<file path="src/rtl/port_fifo.sv">
// Per-port output queue: buffers words from the address selector in arrival
// order and presents them to egress through a first-word-fall-through
// valid/ready interface. Pushes into a full queue are dropped and counted
// instead of back-pressuring the selector.
module port_fifo #(
    parameter int WIDTH = 32,
    parameter int DEPTH = 16,
    parameter int AW    = $clog2(DEPTH)
) (
    input  logic             clk,
    input  logic             reset_n,
    input  logic             push,
    input  logic [WIDTH-1:0] datain,
    output logic             out_valid,
    input  logic             out_ready,
    output logic [WIDTH-1:0] dataout,
    output logic             full,
    output logic             empty,
    output logic [AW:0]      count,
    output logic             overflow,
    output logic [15:0]      drop_cnt
);

    localparam logic [AW:0] FULL_COUNT = (AW + 1)'(DEPTH);

    logic [WIDTH-1:0] mem [DEPTH];

    logic [AW-1:0] wrPtr_q, wrPtr_d;
    logic [AW-1:0] rdPtr_q, rdPtr_d;
    logic [AW:0]   count_q, count_d;
    logic          overflow_q, overflow_d;
    logic [15:0]   dropCnt_q, dropCnt_d;

    logic isFull;
    logic isEmpty;
    logic pop;
    logic accept;
    logic drop;

    // Decode handshake events and next state from registered occupancy only,
    // so a pop in the same cycle frees a slot for a push into a full queue.
    always_comb begin
        isFull     = (count_q == FULL_COUNT);
        isEmpty    = (count_q == '0);
        pop        = !isEmpty && out_ready;
        accept     = push && (!isFull || pop);
        drop       = push && isFull && !pop;

        wrPtr_d    = wrPtr_q;
        rdPtr_d    = rdPtr_q;
        count_d    = count_q;
        overflow_d = overflow_q;
        dropCnt_d  = dropCnt_q;

        if (accept) begin
            wrPtr_d = wrPtr_q + 1'b1;
        end
        if (pop) begin
            rdPtr_d = rdPtr_q + 1'b1;
        end

        case ({accept, pop})
            2'b10:   count_d = count_q + 1'b1;
            2'b01:   count_d = count_q - 1'b1;
            default: count_d = count_q;
        endcase

        if (drop) begin
            overflow_d = 1'b1;
            if (dropCnt_q != 16'hFFFF) begin
                dropCnt_d = dropCnt_q + 16'd1;
            end
        end
    end

    // Control state: synchronous active-low reset wins over any push/pop.
    always_ff @(posedge clk) begin
        if (!reset_n) begin
            wrPtr_q    <= '0;
            rdPtr_q    <= '0;
            count_q    <= '0;
            overflow_q <= 1'b0;
            dropCnt_q  <= '0;
        end else begin
            wrPtr_q    <= wrPtr_d;
            rdPtr_q    <= rdPtr_d;
            count_q    <= count_d;
            overflow_q <= overflow_d;
            dropCnt_q  <= dropCnt_d;
        end
    end

    // Storage array is never cleared; stale contents are masked by empty.
    always_ff @(posedge clk) begin
        if (reset_n && accept) begin
            mem[wrPtr_q] <= datain;
        end
    end

    // Outputs come from registered state only; head word is zero when empty.
    always_comb begin
        out_valid = !isEmpty;
        dataout   = isEmpty ? '0 : mem[rdPtr_q];
        full      = isFull;
        empty     = isEmpty;
        count     = count_q;
        overflow  = overflow_q;
        drop_cnt  = dropCnt_q;
    end

endmodule

</file>
<file path="config.mk">
export PLATFORM = sky130hd
export DESIGN_NAME = port_fifo
export DESIGN_NICKNAME = d
export VERILOG_FILES = /design/src/rtl/port_fifo.sv
export SDC_FILE = /design/constraint.sdc
export NUM_CORES = 1
export LEC_CHECK = 0
export ABC_AREA = 1
export CAP_MARGIN = 40
export CORE_MARGIN = 3
export CORE_UTILIZATION = 65
export DETAILED_ROUTE_END_ITERATION = 12
export PLACE_DENSITY = 0.91
export SYNTH_ARGS = -nofsm -noshare
export SYNTH_HDL_FRONTEND = slang
export SYNTH_SLANG_ARGS = --single-unit
</file>
<file path="constraint.sdc">
create_clock -name clk -period 9 [get_ports clk]
set_clock_uncertainty 0.2 [all_clocks]
set_input_delay 2.25 -clock clk [delete_from_list [all_inputs] [get_ports clk]]
set_output_delay 2.25 -clock clk [all_outputs]
set_load 0.01 [all_outputs]
</file>
# Word level (Yosys, flattened, before mapping)
# Memory sizes are Yosys's and may differ from the RTL's. A register that Yosys moved wholly into a read port is not among the register bits.
# Cells that the tools add are included.
[classes]
addsub = 5
eq_ne = 4
n_mux = 6
n_reduce_logical = 12
[ops]
columns = ["operator", "n"]
rows = [
  ["32-bit 2-to-1 mux", 1],
  ["16-bit by 1-bit adder with 16-bit output, second input constant", 1],
  ["16-bit != test, second input constant", 1],
  ["5-bit one-hot mux with 2 select lines", 1],
  ["4-bit by 1-bit adder with 4-bit output, second input constant", 2],
  ["4-bit 2-to-1 mux", 2],
  ["5-bit by 1-bit adder with 5-bit output, second input constant", 1],
  ["5-bit equality test, second input constant", 1],
  ["1-bit logical AND", 5],
  ["5-bit logical NOT", 1],
  ["5-bit by 1-bit subtractor with 5-bit output, second input constant", 1],
  ["1-bit logical NOT", 3],
  ["2-bit by 1-bit equality test with 1-bit output, second input constant", 1],
  ["2-bit equality test, second input constant", 1],
  ["1-bit 2-to-1 mux", 2],
  ["2-bit AND reduction", 1],
  ["2-bit nonzero test", 1],
  ["1-bit logical OR", 1],
]
[totals]
regBits = 30
ram_bits = 512
inputBits = 36
out_inout_bits = 57
wordCells = 33
memories = 1
[memory_table]
columns = ["name", "depth", "word_bits", "read_ports", "rd_clocked_by_memory_dff", "wr", "line_no", "source"]
rows = [
  ["mem", 16, 32, 1, 1, 1, "26", "logic [WIDTH-1:0] mem [DEPTH];"],
]

# Depth between registers and ports, before layout
[depth]
ltp_word = 8
mapped_depth = 15

# Worst setup path after synthesis
# Ideal clock, no wire load.
[synth_timing]
kind = "input port to flip-flop"
start = "input port out_ready"
end = "memory mem[11][0] (enable)"
setup_time_ps = 421
arrival_ps = 4081
setup_slack_ps = 4298
path_stages = 6
path_buffers = 0
cell_sequence = "inv_1 -> nand2_4 -> nand2_2 -> inv_1 -> nand2_1 -> nor2_1"
[synth_via]
elab_chain_cells = 6
[synth_rtl]
columns = ["item", "line_no", "source"]
rows = [
  ["from (decl)", "15", "input logic out_ready,"],
  ["1-bit logical AND", "45", "pop = !isEmpty && out_ready;"],
  ["1-bit logical OR", "46", "accept = push && (!isFull || pop);"],
  ["1-bit logical AND", "46", ""],
  ["1-bit logical AND", "95", "if (reset_n && accept) begin"],
  ["1-bit 2-to-1 mux", "95", ""],
  ["1-bit 2-to-1 mux (not written as such)", "96", "mem[wrPtr_q] <= datain;"],
  ["to (decl)", "26", ""],
]
# No other way between the ends.

==> results by group <==
Clocking
  • CTS hold repair buffers: 0
  • Clock Latency Late Sink: 550 ps
  • Root Driver: clkbuf_16
  • Setup bufs post-CTS: 0
  • TritonCTS clock tree: built
  • Clk slew on worst S/H paths: 60 ps
  • Clock Sinks: about 550
  • Post-CTS Resized: 0
  • H-tree depth: 2
  • Clock buffer depth: 3
  • CTS Buf Count: between 50 and 60

Timing
  • Setup-failing EPs final: 0
  • RSZ-0062 raised after global routing: no
  • Period utilization: 0.7303
  • Fin Setup TNS: 0 ps
  • Worst slew pin tran: roughly 920 ps
  • Slew margin rel.: 0.3874
  • Post-layout worst setup margin: 2427 ps
  • Fmax: 152.1 MHz
  • Fin. Hold Viols: 0
  • Fin crit period: about 6600 ps
  • Max Slew Vio Count: 0

Worst setup path
  • Critical Path Max Stage Delay: 770 ps
  • Top delay family on crit path: buffers and inverters
  • Critical path peak fanout: 88
  • Slowest cell on crit path: buf_4
  • WP data arrival: ~4100 ps
  • CP startpoint kind: register
  • Critical path required time: 6550 ps
  • CP endpoint kind: output port
  • Critical path class: register to output port
  • Critical path buffer and inverter count: 3
  • Crit-path cells: inv_6 -> buf_4 -> o21ai_0 -> o221ai_1 -> nand3_1 -> a21oi_1 -> clkdlybuf4s50_1

Status
  • Outcome: complete, no violations

Floorplanning
  • Ports: 93
  • Die Y-Extent: about 190 um
  • Die ar.: 35550 um^2
  • Row cnt: 66
  • Initial Util: 0.6623
  • Core Box Area: approximately 33000 um^2
  • Die X: 188.5 um

Job
  • Max_cap viols: 0

Route
  • WL/cell: 25.75 um
  • # DRC: 0
  • Router iterations before antenna repair: 6
  • Via count: 15153
  • Antenna viol nets, final: 0
  • Vias/cell: 6.872
  • Drt total wl: 56780 um
  • DRT iter0 DRCs: 2480

Global routing
  • Largest net degree at the start of global routing: 97
  • First-pass GRT wire length: 85880 um
  • Global route overflow: 0
  • Initial antenna violation count: 3
  • Vias in the first global route: roughly 15000
  • GRT Total Usage: 0.3157

Yosys
  • Unique masters post-synth: 40
  • FF+latch count, synth: 546
  • Avg Inst Size Synth: 13.04 um^2
  • Ys flop type: edfxtp_1
  • Register area share after synthesis: 0.7413
  • Asr flop ratio synth: 0
  • Post-synth EDFFs: 512
  • Yosys warns: 0
  • Mapped Cells: between 1500 and 2000
  • Net Count, Synth: 1705
  • Mapped Area: about 22000 um^2

Power
  • Power Density: 240.5 nW/um^2
  • Sw Ratio: 0.2781
  • Int Power: 4255 uW
  • P_leak: 0.007846 uW
  • Sw power: 1639 uW
  • Sequential share of power: 0.487
  • Clock power share: 0.331
  • Logic pwr share: 0.183
  • Peak supply drop: 0.0001586 V

Cells and area
  • # diodes: 0
  • Layout area overhead: 13.15%
  • Area occupied by multi-input gates: 5061 um^2
  • FF/Latch Area: 16060 um^2
  • Most common cell after layout, fill and taps aside: edfxtp_1
  • Layout Nets: 1770
  • # fillers: 1781
  • Ratio of cells with drive above 1 in the final layout: 0.07998
  • Most frequent cells in the layout: edfxtp_1, nor2_1, o21ai_0

Place
  • Port bufs: 92
  • Final Wtd Congestion: 0.8549
  • Final HPWL DP: 28230 um
  • Place WS: 3152 ps

Hold path
  • Hold Path Class: register to register
==> routing by layer <==
metal	GRT usage	share of wire	wire length (um)
met5	0	0.00095	54
met4	0.1472	0.045	2544
met3	0.07647	0.13	7284
met2	0.5245	0.50	28280
met1	0.3970	0.33	18610
==> worst min-delay path: stages (launching register included) <==
cell	delay [ps]
dfxtp_1	330
nor2_1	50
nor2_1	70
==> area by class of cell <==
cell class | count | share of cell area
clock inverter | 23 | 0.004340
clock buffer | 67 | 0.05626
multi-input combinational | 962 | 0.2065
timing repair buffer | 123 | 0.04809
tap | 442 | 0.02257
sequential | 546 | 0.6555
inverter | 42 | 0.006739
==> cell usage after synthesis, types with 8 or more instances <==
master	number	area share
o22ai_1	30	0.0087
o21ai_1	21	0.0049
nor2_1	324	0.056
edfxtp_1	512	0.71
inv_1	37	0.0064
o21ai_0	263	0.061
ha_1	8	0.0046
dfxtp_1	34	0.031
a21oi_1	50	0.012
clkbuf_1	70	0.012
o221ai_1	98	0.040
buf_2	21	0.0049
nand3_1	73	0.017
nand2_1	49	0.0085
==> stage by stage <==
step / cells / total power (uW) / utilization / hold slack (ps) / instance area [um^2]
global placement: 2113 / 3874 / 0.7028 / 256.0 / 22980
detailed placement: 2115 / 3942 / 0.7040 / 274.1 / 23020
floorplan: 1661 / 3517 / - / 259.7 / 21660
global route: 2205 / 6074 / 0.7494 / 312.4 / 24510
CTS: 2205 / 5871 / 0.7494 / 286.7 / 24510
finish: 2205 / 5894 / 0.7494 / 281.4 / 24510
==> logic make-up (layout without fill, tap and decap cells) <==
family          count (synthesis)  after routing  synth area share
flops                         546            546            0.7413
simple gates                  478            478           0.09243
compound gates                469            469            0.1282
buf+inv                       153            255           0.03056
fa+ha+maj                       8              8          0.004622
xor+xnor                        7              7          0.002831
==> state kept, by name (all words and copies together) (netlist names), named ones only <==
register	flops
count	5
drop_cnt	16
mem	512
overflow	1
rdPtr_q	4
wrPtr_q	4
==> power by group through the flow <==
stage / sequential (uW) / clock (uW) / combinational, uW
3_5_place_dp: 2920 / 0 / 1020
3_3_place_gp: 2920 / 0 / 959
4_1_cts: 2870 / 1950 / 1060
5_1_grt: 2870 / 2050 / 1150
2_1_floorplan: 2880 / 0 / 640
6_report: 2870 / 1950 / 1080
==> worst paths after layout <==
check	start	slack, ps	to	depth (start not counted)
hold / removal	overflow	280	overflow	2
setup / recovery	register	2430	dataout[27]	7
setup reg to reg	count[0]	6010	mem[11][10]	9
hold reg to reg	overflow	280	overflow	2
No activity file was read; power rests on OpenSTA's default activity.
